File: config.mk
export PLATFORM = sky130hd
export DESIGN_NAME = pc_sequencer
export DESIGN_NICKNAME = d
export VERILOG_FILES = /design/src/rtl/cpu_pkg.sv /design/src/rtl/pc_addr_map.sv /design/src/rtl/pc_sequencer.sv
export SDC_FILE = /design/constraint.sdc
export NUM_CORES = 1
export LEC_CHECK = 0
export BUFFER_PORTS_ARGS = -buffer_cell sky130_fd_sc_hd__buf_2
export CAP_MARGIN = 20
export CELL_PAD_IN_SITES_DETAIL_PLACEMENT = 2
export CELL_PAD_IN_SITES_GLOBAL_PLACEMENT = 2
export CORE_UTILIZATION = 35
export CTS_CLUSTER_DIAMETER = 150
export DETAILED_ROUTE_END_ITERATION = 10
export PLACE_DENSITY_LB_ADDON = 0.1
export SETUP_SLACK_MARGIN = 0.5
export SLEW_MARGIN = 30
export SYNTH_ARGS = -nofsm -noshare
export SYNTH_HDL_FRONTEND = slang
export SYNTH_SLANG_ARGS = --single-unit
export TNS_END_PERCENT = 50
File: constraint.sdc
create_clock -name clk -period 3 [get_ports clk]
set_input_delay 0.3 -clock clk [delete_from_list [all_inputs] [get_ports clk]]
set_output_delay 0.3 -clock clk [all_outputs]
set_load 0.02 [all_outputs]
File: src/rtl/cpu_pkg.sv
// Shared types and constants for the instruction-fetch front end.
package cpu_pkg;

    localparam int unsigned PC_W   = 12;
    localparam int unsigned ADDR_W = 16;

    typedef logic [PC_W-1:0]   pc_t;
    typedef logic [ADDR_W-1:0] addr_t;

    typedef enum logic [1:0] {
        S_IDLE  = 2'd0,
        S_FETCH = 2'd1,
        S_STALL = 2'd2,
        S_HALT  = 2'd3
    } seq_state_t;

    // Sequential successor of a word PC, wrapping modulo 4096.
    function automatic pc_t pc_incr(input pc_t pc);
        return pc + pc_t'(1);
    endfunction

endpackage : cpu_pkg

File: src/rtl/pc_addr_map.sv
// Maps a word PC onto the 16-bit byte address seen by instruction memory.
module pc_addr_map
    import cpu_pkg::*;
(
    input  pc_t   pc_i,
    output addr_t addr_o
);

    assign addr_o = {2'b00, pc_i, 2'b00};

endmodule : pc_addr_map

File: src/rtl/pc_sequencer.sv
// Program-counter sequencer: issues one fetch at a time, follows branches,
// stalls and halts, and reports completed fetches to the pipeline.
module pc_sequencer
    import cpu_pkg::*;
#(
    parameter pc_t RESET_PC = 12'h000
) (
    input  logic              clk,
    input  logic              rst_n,
    input  logic              start,
    input  logic              stall,
    input  logic              branch_taken,
    input  logic [PC_W-1:0]   branch_target,
    input  logic              halt_req,
    input  logic              mem_ack,
    output logic [PC_W-1:0]   pc,
    output logic              fetch_req,
    output logic [ADDR_W-1:0] fetch_addr,
    output logic              instr_valid,
    output logic              pc_wrap,
    output logic              halted
);

    seq_state_t state_q, state_d;
    pc_t        pc_q, pc_d;
    pc_t        pend_pc_q, pend_pc_d;
    logic       pend_vld_q, pend_vld_d;
    logic       fetch_req_q, fetch_req_d;
    logic       instr_valid_q, instr_valid_d;
    logic       pc_wrap_q, pc_wrap_d;
    logic       halted_q, halted_d;

    // Next-state and next-output decode.
    always_comb begin
        state_d       = state_q;
        pc_d          = pc_q;
        pend_pc_d     = pend_pc_q;
        pend_vld_d    = pend_vld_q;
        instr_valid_d = 1'b0;
        pc_wrap_d     = 1'b0;

        unique case (state_q)
            S_IDLE, S_HALT: begin
                if (start) begin
                    state_d    = S_FETCH;
                    pc_d       = RESET_PC;
                    pend_vld_d = 1'b0;
                end
            end
            S_FETCH: begin
                if (mem_ack) begin
                    // A fetch issued before a redirect is wrong-path: squash it.
                    instr_valid_d = ~pend_vld_q;
                    pend_vld_d    = 1'b0;
                    if (branch_taken) begin
                        pc_d = branch_target;
                    end else if (pend_vld_q) begin
                        pc_d = pend_pc_q;
                    end else begin
                        pc_d      = pc_incr(pc_q);
                        pc_wrap_d = (pc_q == '1);
                    end
                    if (halt_req) begin
                        state_d = S_HALT;
                    end else if (stall) begin
                        state_d = S_STALL;
                    end
                end else if (halt_req) begin
                    state_d    = S_HALT;
                    pend_vld_d = 1'b0;
                end else begin
                    // Address must stay stable until ack, so park the redirect.
                    if (branch_taken) begin
                        pend_vld_d = 1'b1;
                        pend_pc_d  = branch_target;
                    end
                    if (stall) begin
                        state_d = S_STALL;
                    end
                end
            end
            S_STALL: begin
                if (halt_req) begin
                    state_d    = S_HALT;
                    pend_vld_d = 1'b0;
                end else if (branch_taken) begin
                    pc_d       = branch_target;
                    pend_vld_d = 1'b0;
                end else if (!stall) begin
                    state_d = S_FETCH;
                end
            end
            default: begin
                state_d = S_IDLE;
            end
        endcase

        fetch_req_d = (state_d == S_FETCH);
        halted_d    = (state_d == S_HALT);
    end

    always_ff @(posedge clk or negedge rst_n) begin
        if (!rst_n) begin
            state_q       <= S_IDLE;
            pc_q          <= RESET_PC;
            pend_pc_q     <= '0;
            pend_vld_q    <= 1'b0;
            fetch_req_q   <= 1'b0;
            instr_valid_q <= 1'b0;
            pc_wrap_q     <= 1'b0;
            halted_q      <= 1'b0;
        end else begin
            state_q       <= state_d;
            pc_q          <= pc_d;
            pend_pc_q     <= pend_pc_d;
            pend_vld_q    <= pend_vld_d;
            fetch_req_q   <= fetch_req_d;
            instr_valid_q <= instr_valid_d;
            pc_wrap_q     <= pc_wrap_d;
            halted_q      <= halted_d;
        end
    end

    pc_addr_map u_addr_map (
        .pc_i   (pc_q),
        .addr_o (fetch_addr)
    );

    assign pc          = pc_q;
    assign fetch_req   = fetch_req_q;
    assign instr_valid = instr_valid_q;
    assign pc_wrap     = pc_wrap_q;
    assign halted      = halted_q;

endmodule : pc_sequencer

; ---- Yosys cells after proc, flatten, opt, wreduce, memory -nomap -nowiden
; Index checks and enable logic that the tools add are counted.
[classes]
n_addsub = 1
multipliers = 0
div = 0
magnitude_cmp = 0
eq_ne = 12
n_shift = 0
mux = 27
n_bitwise = 3
n_reduce_logical = 5
[ops]
columns = op, n
row1 = 2-to-1 mux 12 bit, 6
row2 = one-hot mux 12 bit (3 select lines), 1
row3 = "adder 12 x 1 -> 12 bit, second input constant", 1
row4 = "equality test 12 bit, second input constant", 1
row5 = 2-to-1 mux 1 bit, 12
row6 = 2-to-1 mux 2 bit, 6
row7 = "inequality test 2 bit, second input constant", 4
row8 = AND reduction 4 bit, 2
row9 = "equality test 2 bit, second input constant", 3
row10 = one-hot mux 2 bit (3 select lines), 1
row11 = "equality test 2 x 1 -> 1 bit, second input constant", 2
row12 = "inequality test 4 bit, second input constant", 1
row13 = "inequality test 3 bit, second input constant", 1
row14 = inverter 1 bit, 3
row15 = one-hot mux 1 bit (3 select lines), 1
row16 = AND reduction 3 bit, 1
row17 = logical NOT 2 bit, 1
row18 = OR reduction 2 bit, 1
[word_totals]
regBits = 31
latch_bits = 0
ramBits = 0
mem_bits_ro = 0
inputBits = 19
out_inout_bits = 32
elab_cells = 56
memories = 0

; ---- Depth between registers and ports, before layout
; Gate-level depths: netlist (run 1).
[depth]
word_depth = 5
ltp_mapped = 8
ltp_nobuf = 6

; ---- By module
; A second synthesis (run 1) with hierarchy kept.
[hier_totals]
cells_unflattened = 208
hier_area_um2 = 2023.2
[modules_own_cells]
columns = mod, instances, cells_per_inst, area_each_um2, seq_area_each_um2
row1 = pc_sequencer, 1, 191, 1899.3, 775.7
row2 = pc_addr_map, 1, 17, 123.9, 0.0

; ---- Worst setup path before layout (run 1)
; Ideal clock, no wire load.
[synth_timing]
path_kind = register to register
startpoint = register state_q[0]
endpoint = register pc_q[5], in the netlist pc[5]
setup_ns = 0.129
arrival_time_ns = 1.745
required_time_ns = 2.871
setup_slack_ns = 1.126
stages_incl_launch_ff = 9
path_buffers = 2
synth_period_minus_slack_ns = 1.874
path_cell_list = dfrtp_1 > inv_1 > ha_1 > buf_6 > and2b_1 > a211o_1 > buf_2 > a22oi_1 > o31ai_1
[synth_between]
elab_chain_len = 4
word_cells_on_any_way = 11
cone_classes = eq/ne: 7 / mux: 1 / reduce/logical: 3
[synth_lines]
columns = item, line
row1 = "start, declared", pc_sequencer.sv:24  ; seq_state_t state_q, state_d;
row2 = "start signal, assigned", pc_sequencer.sv:113  ; state_q <= state_d;
row3 = equality test 2 bit / logical NOT 2 bit (equally long branches), pc_sequencer.sv:42  ; unique case (state_q)
row4 = OR reduction 2 bit, pc_sequencer.sv:42
row5 = inequality test 2 bit (no line), --
row6 = AND reduction 4 bit (no line), --
row7 = "end signal, assigned", pc_sequencer.sv:114  ; pc_q <= pc_d;
row8 = "end, declared", pc_sequencer.sv:25  ; pc_t pc_q, pc_d;
; Several ways; a longest one is shown, not always the timed one.
; A chain may end at the register's enable or synchronous reset.

; ---- Final worst setup path (run 1)
[layout_timing]
startpoint = register state_q[1]
endpoint = register pend_pc_q[4]
[layout_between]
elab_chain_len = 2
[layout_lines]
columns = item, line
row1 = equality test 2 x 1 -> 1 bit, pc_sequencer.sv:42
row2 = AND reduction 4 bit (no line), --
row3 = "end signal, assigned", pc_sequencer.sv:115  ; pend_pc_q <= pend_pc_d;
row4 = "end, declared", pc_sequencer.sv:26  ; pc_t pend_pc_q, pend_pc_d;
; Every way passes these cells.

==> results of run 1 <==
## per-stage QoR
stage                     hold WS (ps)  setup slack, ps  cell area [sq um]
after floorplan                   4.41             1130               2020
final                             74.6              629               2270
after CTS                         95.2              626               2270
after global routing               120              513               2270
after detailed placement           408              632               2180
after global placement             389              739               2180
## layer usage
layer  vias to the layer above  GRT usage
met5                         -          0
met4                         0     0.0717
met3                        10     0.0353
met2                        40      0.401
met1                       889      0.288
li1                        802          -
## area by class of cell
cell class	instances	area [sq um]	share of cell area
clock buffer	6	82.6	0.0364
clock inverter	1	5.00	0.00221
inverter	7	26.3	0.0116
multi-input combinational	144	1050	0.463
sequential	31	776	0.342
tap	72	90.1	0.0397
timing repair buffer	47	238	0.105
## cell usage in the layout (no fill, tap or decap), types with 4 or more instances in the layout
cell	instances
o31ai_1	7
nor2_1	11
mux2_2	13
dfrtp_1	31
a22oi_1	7
a21oi_1	4
inv_1	6
nand3_1	7
nand2_1	12
conb_1	4
nor3_1	5
o21ai_0	9
buf_2	46
clkbuf_8	6
## flip-flops by register name, summed over array words and instances (netlist names)
register     flops
pc              12
pend_pc_q       12
state_q          2
fetch_req        1
halted           1
instr_valid      1
pc_wrap          1
pend_vld_q       1
## report_power, final
group	internal, uW	switching, uW	total, uW
Sequential	598	240	839
Combinational	478	713	1190
Clock	180	167	347
Total	1260	1120	2380
## logic make-up (layout without fill, tap and decap cells)
group	Yosys count	after routing	share of synthesized area
AND/OR/NAND/NOR	65	65	0.197
AO/OA/AOI/OAI	54	54	0.203
flip-flops	31	31	0.386
buffers and inverters	31	61	0.0976
multiplexers	15	15	0.0827
adder cells (fa/ha/maj)	3	3	0.0187
XOR/XNOR	3	3	0.0131
other	1	4	0.00186
## worst max path at each step
stage,depth (start not counted),from,slack [ps],endpoint
floorplan,8,state_q[0],1130,pc[5]
global placement,7,state_q[1],740,pend_pc_q[3]
detailed placement,7,state_q[1],630,pend_pc_q[4]
CTS,7,state_q[1],630,pend_pc_q[4]
global route,7,state_q[1],510,pend_pc_q[4]
finish,7,state_q[1],630,pend_pc_q[4]
==> flow_metrics.env, run 1 <==
export IMPL_synthesis_yosys_warnings=0
export IMPL_worstMarginPinSlew_ps=755
export IMPL_drc=0
export IMPL_dieHeight_um=77.8
export IMPL_path_buf_inv=2
export IMPL_wl_met2_um=3190
export IMPL_max_stage_delay_ps=440
export IMPL_r2r_slack_ps=630
export IMPL_worst_ir_drop_vdd_mv=0.397
export IMPL_drv_cap=0
export IMPL_grt_pass1_vias=1956
export IMPL_dieArea_sq_mm=0.00606
export IMPL_die_w_um=77.8
export IMPL_drt_first_iter_violations=60
export IMPL_start_util=0.363
export IMPL_crit_chain="inv_1, ha_1, and2b_4, nand2_1, nor2_1, buf_4, mux2_2"
export IMPL_synth_seq_cells=31
export IMPL_met1_length_um=2800
export IMPL_finalCoreUtilization=0.409
export IMPL_ctsResizeCount=0
export IMPL_min_period_over_period=0.790
export IMPL_port_buffer_count=46
export IMPL_finalSetupViolCount=0
export IMPL_cts_buffer_depth=2
export IMPL_synth_area_leader_cell="dfrtp_1"
export IMPL_cts_root_buf="clkbuf_8"
export IMPL_nets=258
export IMPL_synth_cell_area_sq_mm=0.00201
export IMPL_antenna_found_initial=0
export IMPL_p_leak_uw=0.00103
export IMPL_highest_layer="met4"
export IMPL_cts_sinks=31
export IMPL_fp_coreArea_sq_mm=0.00554
export IMPL_cts_hold_buf=0
export IMPL_fillerInstances=637
export IMPL_critPathMaxFanout=10
export IMPL_post_cts_buffers=0
export IMPL_io_pins=51
export IMPL_via_per_inst=5.65
export IMPL_ys_top_cells_by_area="dfrtp_1 (39%), mux2_2 (7.3%), buf_4 (6.7%), a22oi_1 (2.6%), o31ai_1 (2.6%)"
export IMPL_wl_met3_um=195
export IMPL_dpl_hpwl_um=4660
export IMPL_powerDensity_mw_per_mm2=1050
export IMPL_diodes=0
export IMPL_critPathCaptureType="flop"
export IMPL_grt_max_degree=32
export IMPL_fin_tns_setup_ps=0
export IMPL_crit_slowest_cell="nor2_1"
export IMPL_clkLatencyLatePin_ps=290
export IMPL_r2r_end="pend_pc_q[4]"
export IMPL_slew_viol_final=0
export IMPL_r2r_cells=7
export IMPL_synth_ff_type="dfrtp_1"
export IMPL_fin_cells=308
export IMPL_place_congestion=0.740
export IMPL_syn_inst=203
export IMPL_htree_levels=2
export IMPL_track_usage=0.229
export IMPL_avgSynthCellArea_sq_um=9.91
export IMPL_area_delta_synth_final_pct=12.7
export IMPL_ant_nets=0
export IMPL_post_route_min_period_ps=2370
export IMPL_crit_reg2reg_launch="state_q[1]"
export IMPL_critPathRequiredTime_ps=3170
export IMPL_placedCellCount=301
export IMPL_wl_per_cell_um=20.5
export IMPL_crit_type="flop to flop"
export IMPL_synth_top_area_share=0.386
export IMPL_cp_start_kind="flop"
export IMPL_cpLargestDelayFamily="simple AND/OR/NAND/NOR gates"
export IMPL_power_total_uw=2380
export IMPL_synth_seq_area_share=0.386
export IMPL_rows=27
export IMPL_ys_types=58
export IMPL_relSlewSlack=0.497
export IMPL_status="complete, no violations"
export IMPL_max_freq_mhz=422
export IMPL_synth_most_common_cell="dfrtp_1"
export IMPL_rsz0062_at_grt="false"
export IMPL_overflow=0
export IMPL_hold_violations=0
export IMPL_fin_worst_skew_ps=5.39
export IMPL_grt_pass1_wl_um=10500
export IMPL_hp_class="input port to asynchronous set/reset pin"
export IMPL_cts_tree="built"
export IMPL_cts_buffers=5
export IMPL_clk_pin_slew_worst_paths_ps=70
export IMPL_layout_drive_gt1_share=0.326
export IMPL_synth_edf_count=0
export IMPL_cp_arrival_ps=2540
export IMPL_async_flop_share=1.00
export IMPL_synth_top_cells_by_count="dfrtp_1 (31), buf_4 (18), mux2_2 (13)"
export IMPL_via_count=1741
export IMPL_drt_first_pass_iters=4
export IMPL_drt_wl_total_um=6310
Power figures use the tool's default switching activity.
==> inputs of run 2 (changes only) <==
--- a/config.mk
+++ b/config.mk
@@ -5,11 +5,12 @@
 export SDC_FILE = /design/constraint.sdc
 export NUM_CORES = 1
 export LEC_CHECK = 0
+export ABC_AREA = 1
 export BUFFER_PORTS_ARGS = -buffer_cell sky130_fd_sc_hd__buf_2
 export CAP_MARGIN = 20
 export CELL_PAD_IN_SITES_DETAIL_PLACEMENT = 2
 export CELL_PAD_IN_SITES_GLOBAL_PLACEMENT = 2
-export CORE_UTILIZATION = 35
+export CORE_UTILIZATION = 29
 export CTS_CLUSTER_DIAMETER = 150
 export DETAILED_ROUTE_END_ITERATION = 10
 export PLACE_DENSITY_LB_ADDON = 0.1
==> constraint.sdc (replaced) <==
create_clock -name clk -period 2.3 [get_ports clk]
set_input_delay 0.23 -clock clk [delete_from_list [all_inputs] [get_ports clk]]
set_output_delay 0.23 -clock clk [all_outputs]
set_load 0.02 [all_outputs]
==> run 2 against run 1 <==
Compared with the run above:
- the flow now finishes with violations (DRC)
- combinational power increased by 30%
- sequential cell count is the same
- critical path depth grew 2
- total power grew 23%
- die area increased by 16%
- final cell count increased by 21%
- clock power up 13%
- cell area grew 0.55%
- utilization decreased by 5.4 points
- critical endpoint is now pc[8]
==> flow_metrics.env, run 2 <==
export IMPL_async_flop_share=1.00
export IMPL_crit_reg2reg_launch="state_q[0]"
export IMPL_post_route_min_period_ps=1690
export IMPL_critPathMaxFanout=6
export IMPL_syn_inst=258
export IMPL_critPathCaptureType="flop"
export IMPL_dieArea_sq_mm=0.00703
export IMPL_cts_tree="built"
export IMPL_io_pins=51
export IMPL_p_switching_uw=1420
export IMPL_drt_wl_total_um=5950
export IMPL_most_common_layout_cells="nand2_1 (72), buf_2 (46), dfrtp_1 (30)"
export IMPL_grt_pass1_wl_um=10000
export IMPL_combPwrFrac=0.534
export IMPL_rsz0062_at_grt="true"
export IMPL_synth_top_cells_by_count="nand2_1 (72), dfrtp_1 (31), inv_1 (25)"
export IMPL_synth_cell_area_sq_mm=0.00194
export IMPL_grt_max_degree=32
export IMPL_crit_chain="inv_1, ha_4, inv_2, a21oi_2, nor3_4, nand2_2, a211oi_2, nand2_1, nand2_1"
export IMPL_rows=29
export IMPL_p_leak_uw=0.00117
export IMPL_cp_start_kind="flop"
export IMPL_fin_tns_setup_ps=0
export IMPL_drt_first_pass_iters=7
export IMPL_power_frac_seq=0.331
export IMPL_relSlewSlack=0.518
export IMPL_antenna_found_initial=0
export IMPL_via_count=1778
export IMPL_diodes=0
export IMPL_cts_sinks=31
export IMPL_path_buf_inv=2
export IMPL_dpl_hpwl_um=4680
export IMPL_synth_edf_count=0
export IMPL_synth_ff_type="dfrtp_1"
export IMPL_area_delta_synth_final_pct=17.4
export IMPL_max_freq_mhz=592
export IMPL_track_usage=0.186
export IMPL_drt_first_iter_violations=65
export IMPL_synth_area_leader_cell="dfrtp_1"
export IMPL_crit_slowest_cell="dfrtp_1"
export IMPL_r2r_end="pc[8]"
export IMPL_via_per_inst=4.77
export IMPL_p_int_uw=1490
export IMPL_status="complete, but fails checks"
export IMPL_wl_per_cell_um=15.9
export IMPL_dieHeight_um=83.9
export IMPL_layout_drive_gt1_share=0.260
export IMPL_worstMarginPinSlew_ps=724
export IMPL_power_total_uw=2910
export IMPL_min_period_over_period=0.734
export IMPL_hold_violations=0
export IMPL_ant_nets=0
export IMPL_cp_arrival_ps=1910
export IMPL_worst_ir_drop_vdd_mv=0.364
export IMPL_fillerInstances=785
export IMPL_overflow=0
export IMPL_drc=7
export IMPL_nets=319
export IMPL_synth_most_common_cell="nand2_1"
export IMPL_place_congestion=0.782
export IMPL_hp_class="input port to asynchronous set/reset pin"
export IMPL_die_w_um=83.9
export IMPL_clkLatencyLatePin_ps=280
export IMPL_cts_buffers=5
export IMPL_synth_seq_cells=31
export IMPL_start_util=0.303
export IMPL_cpLargestDelayFamily="simple AND/OR/NAND/NOR gates"
export IMPL_final_common_cell="nand2_1"
export IMPL_finalSetupViolCount=0
export IMPL_avgSynthCellArea_sq_um=7.53
export IMPL_powerDensity_mw_per_mm2=1280
export IMPL_fp_coreArea_sq_mm=0.00642
export IMPL_switching_share=0.487
export IMPL_ys_top_cells_by_area="dfrtp_1 (40%), nand2_1 (14%), buf_4 (6.6%), o21ai_0 (6.2%), inv_1 (4.8%)"
export IMPL_cp_depth=9
export IMPL_critPathRequiredTime_ps=2520
export IMPL_ys_types=36
export IMPL_drv_cap=0
export IMPL_slew_viol_final=0
export IMPL_clk_pin_slew_worst_paths_ps=60
export IMPL_port_buffer_count=46
export IMPL_violations="DRC"
export IMPL_crit_type="flop to flop"
export IMPL_htree_levels=2
export IMPL_cpMostUsedCell="nand2_1"
export IMPL_r2r_cells=9
export IMPL_r2r_slack_ps=610
export IMPL_synth_seq_area_share=0.399
export IMPL_cts_root_buf="clkbuf_8"
export IMPL_cts_buffer_depth=2
export IMPL_synthesis_yosys_warnings=0
export IMPL_p_clk_frac=0.135
export IMPL_grt_pass1_vias=1921
export IMPL_max_stage_delay_ps=420
export IMPL_fin_worst_skew_ps=4.04
export IMPL_synth_top_area_share=0.399
[run 2: changes by cell type after synthesis, moves of 7 or more]
cell     before  now
mux2_2       13    2
o21ai_0       9   24
nor2_1       11   20
a21oi_1       4   15
nand2_1      12   72
o31ai_1       7    0
inv_1         6   25
[run 2: worst max-delay path by stage]
stage	startpoint	slack [ps]	to
floorplan	state_q[0]	740	pc[1]
global placement	state_q[1]	490	pend_pc_q[5]
detailed placement	state_q[1]	410	pend_pc_q[5]
CTS	state_q[0]	520	pc[3]
global route	state_q[0]	450	pc[3]
finish	state_q[0]	610	pc[8]
[run 2: worst reg2reg max path: stages, from the launching register on]
cell	delay, ps
dfrtp_1	420
inv_1	120
ha_4	200
inv_2	110
a21oi_2	60
nor3_4	260
nand2_2	120
a211oi_2	190
nand2_1	70
nand2_1	60
[run 2: cell families after synthesis]
logic type,Yosys count,share of synthesized area
xor gates and xnor gates,5,0.0225
and+or+nand+nor,112,0.256
buffers and inverters,50,0.133
other,1,0.00193
AOI/OAI and AO/OA,54,0.156
muxes,2,0.0116
adders and majority gates,3,0.0193
DFF,31,0.399
[run 2: through the flow]
| step | std cells | instance area, sq um | utilization | hold WS, ps | worst slack, ps |
|---|---|---|---|---|---|
| 3_5_place_dp | 365 | 2150 | 0.335 | 342 | 408 |
| 2_1_floorplan | 261 | 1950 | - | -65.6 | 744 |
| 5_1_grt | 373 | 2280 | 0.355 | 63.4 | 453 |
| 3_3_place_gp | 365 | 2150 | 0.335 | 348 | 486 |
| 4_1_cts | 372 | 2240 | 0.349 | 32.1 | 520 |
| 6_report | 373 | 2280 | 0.355 | 3.11 | 612 |
[run 2: repair_timing]
action                     4_1_cts  5_1_grt
pin swaps                        1        1
setup endpoints to repair        6       17
setup buffers                    1        1
hold buffers                     0        0
resized for setup                1        8
[run 2: power groups by stage]
stage	Clock, uW	Sequential, uW	Combinational (uW)
detailed placement	0	967	1500
CTS	410	959	1520
floorplan	0	1020	1010
global route	428	999	1750
global placement	0	954	1470
finish	393	964	1550
[run 2: metal layers]
metal,global-route usage,wire length [um],vias to the layer above
met3,0.0267,136,6
li1,-,-,889
met1,0.247,2880,851
met4,0.0564,80,0
met5,0,0,-
met2,0.311,2850,32
[run 2: cell type report]
class                           count  area [sq um]  share of cell area
Sequential cell                    31           777               0.341
Tap cell                           77          96.3              0.0422
Timing Repair Buffer               50           260               0.114
Multi-Input combinational cell    180           961               0.421
Clock buffer                        6          72.6              0.0318
Inverter                           29           114              0.0499
==> inputs of run 3 (changes only) <==
--- a/config.mk
+++ b/config.mk
@@ -10,7 +10,7 @@
 export CAP_MARGIN = 20
 export CELL_PAD_IN_SITES_DETAIL_PLACEMENT = 2
 export CELL_PAD_IN_SITES_GLOBAL_PLACEMENT = 2
-export CORE_UTILIZATION = 29
+export CORE_UTILIZATION = 26
 export CTS_CLUSTER_DIAMETER = 150
 export DETAILED_ROUTE_END_ITERATION = 10
 export PLACE_DENSITY_LB_ADDON = 0.1
==> constraint.sdc (replaced) <==
create_clock -name clk -period 1.5 [get_ports clk]
set_input_delay 0.15 -clock clk [delete_from_list [all_inputs] [get_ports clk]]
set_output_delay 0.15 -clock clk [all_outputs]
set_load 0.02 [all_outputs]
==> run 3 against run 2 <==
Compared with the run above:
- the flow finishes with violations (setup timing)
- largest cell class unchanged
- clock skew up 6.3 ps
- total power grew 120%
- highest routed layer unchanged
- hold slack improved by 110 ps
==> flow_metrics.env, run 3 (synthesis results as in run 2) <==
export IMPL_ant_nets=0
export IMPL_cp_arrival_ps=1750
export IMPL_track_usage=0.199
export IMPL_relSlewSlack=0.644
export IMPL_cts_root_buf="clkbuf_8"
export IMPL_io_pins=51
export IMPL_finalSetupViolCount=11
export IMPL_hold_ws_ps=111
export IMPL_grt_pass1_vias=2166
export IMPL_worst_ir_drop_vdd_mv=0.940
export IMPL_worstMarginPinSlew_ps=533
export IMPL_htree_levels=2
export IMPL_die_w_um=88.5
export IMPL_port_buffer_count=46
export IMPL_fin_tns_setup_ps=-423
export IMPL_dieHeight_um=88.5
export IMPL_cp_start_kind="flop"
export IMPL_via_per_inst=4.63
export IMPL_slew_viol_final=0
export IMPL_finalWorstSetupSlack_ps=-70.3
export IMPL_final_common_cell="nand2_1"
export IMPL_fillerInstances=843
export IMPL_crit_type="flop to flop"
export IMPL_nets=364
export IMPL_drt_wl_total_um=7590
export IMPL_fp_coreArea_sq_mm=0.00725
export IMPL_post_place_ws_ps=-87.9
export IMPL_min_period_over_period=1.05
export IMPL_post_route_min_period_ps=1570
export IMPL_status="complete, but fails checks"
export IMPL_area_delta_synth_final_pct=60.7
export IMPL_grt_pass1_wl_um=11400
export IMPL_critPathRequiredTime_ps=1680
export IMPL_start_util=0.268
export IMPL_clkLatencyLatePin_ps=290
export IMPL_powerDensity_mw_per_mm2=2050
export IMPL_overflow=0
export IMPL_max_freq_mhz=637
export IMPL_wl_per_cell_um=17.2
export IMPL_diodes=0
export IMPL_drv_cap=0
export IMPL_via_count=2045
export IMPL_fin_worst_skew_ps=10.3
export IMPL_dieArea_sq_mm=0.00782
export IMPL_hold_violations=0
export IMPL_place_congestion=0.797
export IMPL_violations="setup timing"
export IMPL_antenna_found_initial=0
export IMPL_grt_max_degree=32
export IMPL_p_leak_uw=0.00151
export IMPL_clk_pin_slew_worst_paths_ps=70
export IMPL_most_common_layout_cells="nand2_1 (46), buf_6 (37), buf_4 (28)"
export IMPL_critPathCaptureType="flop"
export IMPL_rows=31
export IMPL_cts_sinks=31
export IMPL_critPathMaxFanout=9
export IMPL_rsz0062_at_grt="true"
export IMPL_cts_buffers=5
export IMPL_drc=0
export IMPL_drt_first_iter_violations=54
export IMPL_drt_first_pass_iters=4
export IMPL_hp_class="input port to flop"
export IMPL_cts_buffer_depth=2
export IMPL_layout_drive_gt1_share=0.531
export IMPL_cts_tree="built"
export IMPL_dpl_hpwl_um=5330
==> run 3: changes by cell type in the layout (fill, tap and decap cells not counted), moves of 6 or more <==
cell / previous run / this run
buf_4: 4 / 28
nand2_2: 1 / 21
nand2_1: 72 / 46
buf_2: 46 / 27
nand2_4: 0 / 6
buf_6: 0 / 37
inv_1: 25 / 19
o21ai_1: 4 / 13
o21ai_2: 1 / 8
o21ai_0: 24 / 7
==> run 3: critical path: stages, from the launching register on <==
cell,delay (ps)
dfrtp_2,450
inv_2,90
ha_4,210
inv_4,60
nor2_4,40
nor3_4,210
buf_6,160
inv_8,50
a22o_1,200
==> run 3: final timing paths <==
check	from	to	slack (ps)	depth (start not counted)
setup / recovery	state_q[0]	pc[1]	-70	8
hold / removal	branch_target[5]	pend_pc_q[5]	110	2
max in group asynchronous	rst_n	pc[1]	950	3
setup reg to reg	state_q[0]	pc[1]	-70	8
min in group asynchronous	rst_n	pend_pc_q[3]	340	3
hold reg to reg	pend_pc_q[4]	pend_pc_q[4]	500	2
==> run 3: what timing repair did <==
item / 4_1_cts / 5_1_grt
gates resized for setup: 96 / 54
hold endpoints to repair: 31 / 0
setup endpoints to repair: 55 / 55
hold buffers: 1 / 0
setup buffers: 4 / 9
pin swaps: 14 / 22
cloned: 0 / 1
==> run 3: routing by layer <==
metal | global-route usage | wire length (um) | vias to the layer above
li1 | - | - | 983
met1 | 0.260 | 3370 | 1024
met2 | 0.349 | 4010 | 32
met3 | 0.0280 | 155 | 6
met4 | 0.0396 | 61 | 0
met5 | 0 | 0 | -
==> run 3: report_power, final <==
group          switching [uW]  internal (uW)  leakage (uW)
sequential                316           1180      0.000392
combinational            2340           1920       0.00108
clock                     340            326     0.0000422
total                    3000           3420       0.00151
==> run 3: per-stage QoR <==
step	total power, uW	std cells	instance area, sq um	util
after floorplan	3230	261	2000	-
after global routing	6840	442	3120	0.431
after global placement	4250	419	2480	0.342
final	6420	442	3120	0.431
after CTS	5670	432	2880	0.397
after detailed placement	4340	419	2480	0.342
==> run 3: final cells by class <==
cell class,count,area (sq um),share of cell area
inverters,29,144,0.0461
flip-flops and latches,31,782,0.250
clock buffers,7,76.3,0.0244
repair inverters,1,11.3,0.00361
well taps,99,124,0.0397
multi-input cells,180,1190,0.381
clock inverters,1,5.00,0.00160
repair buffers,94,792,0.254
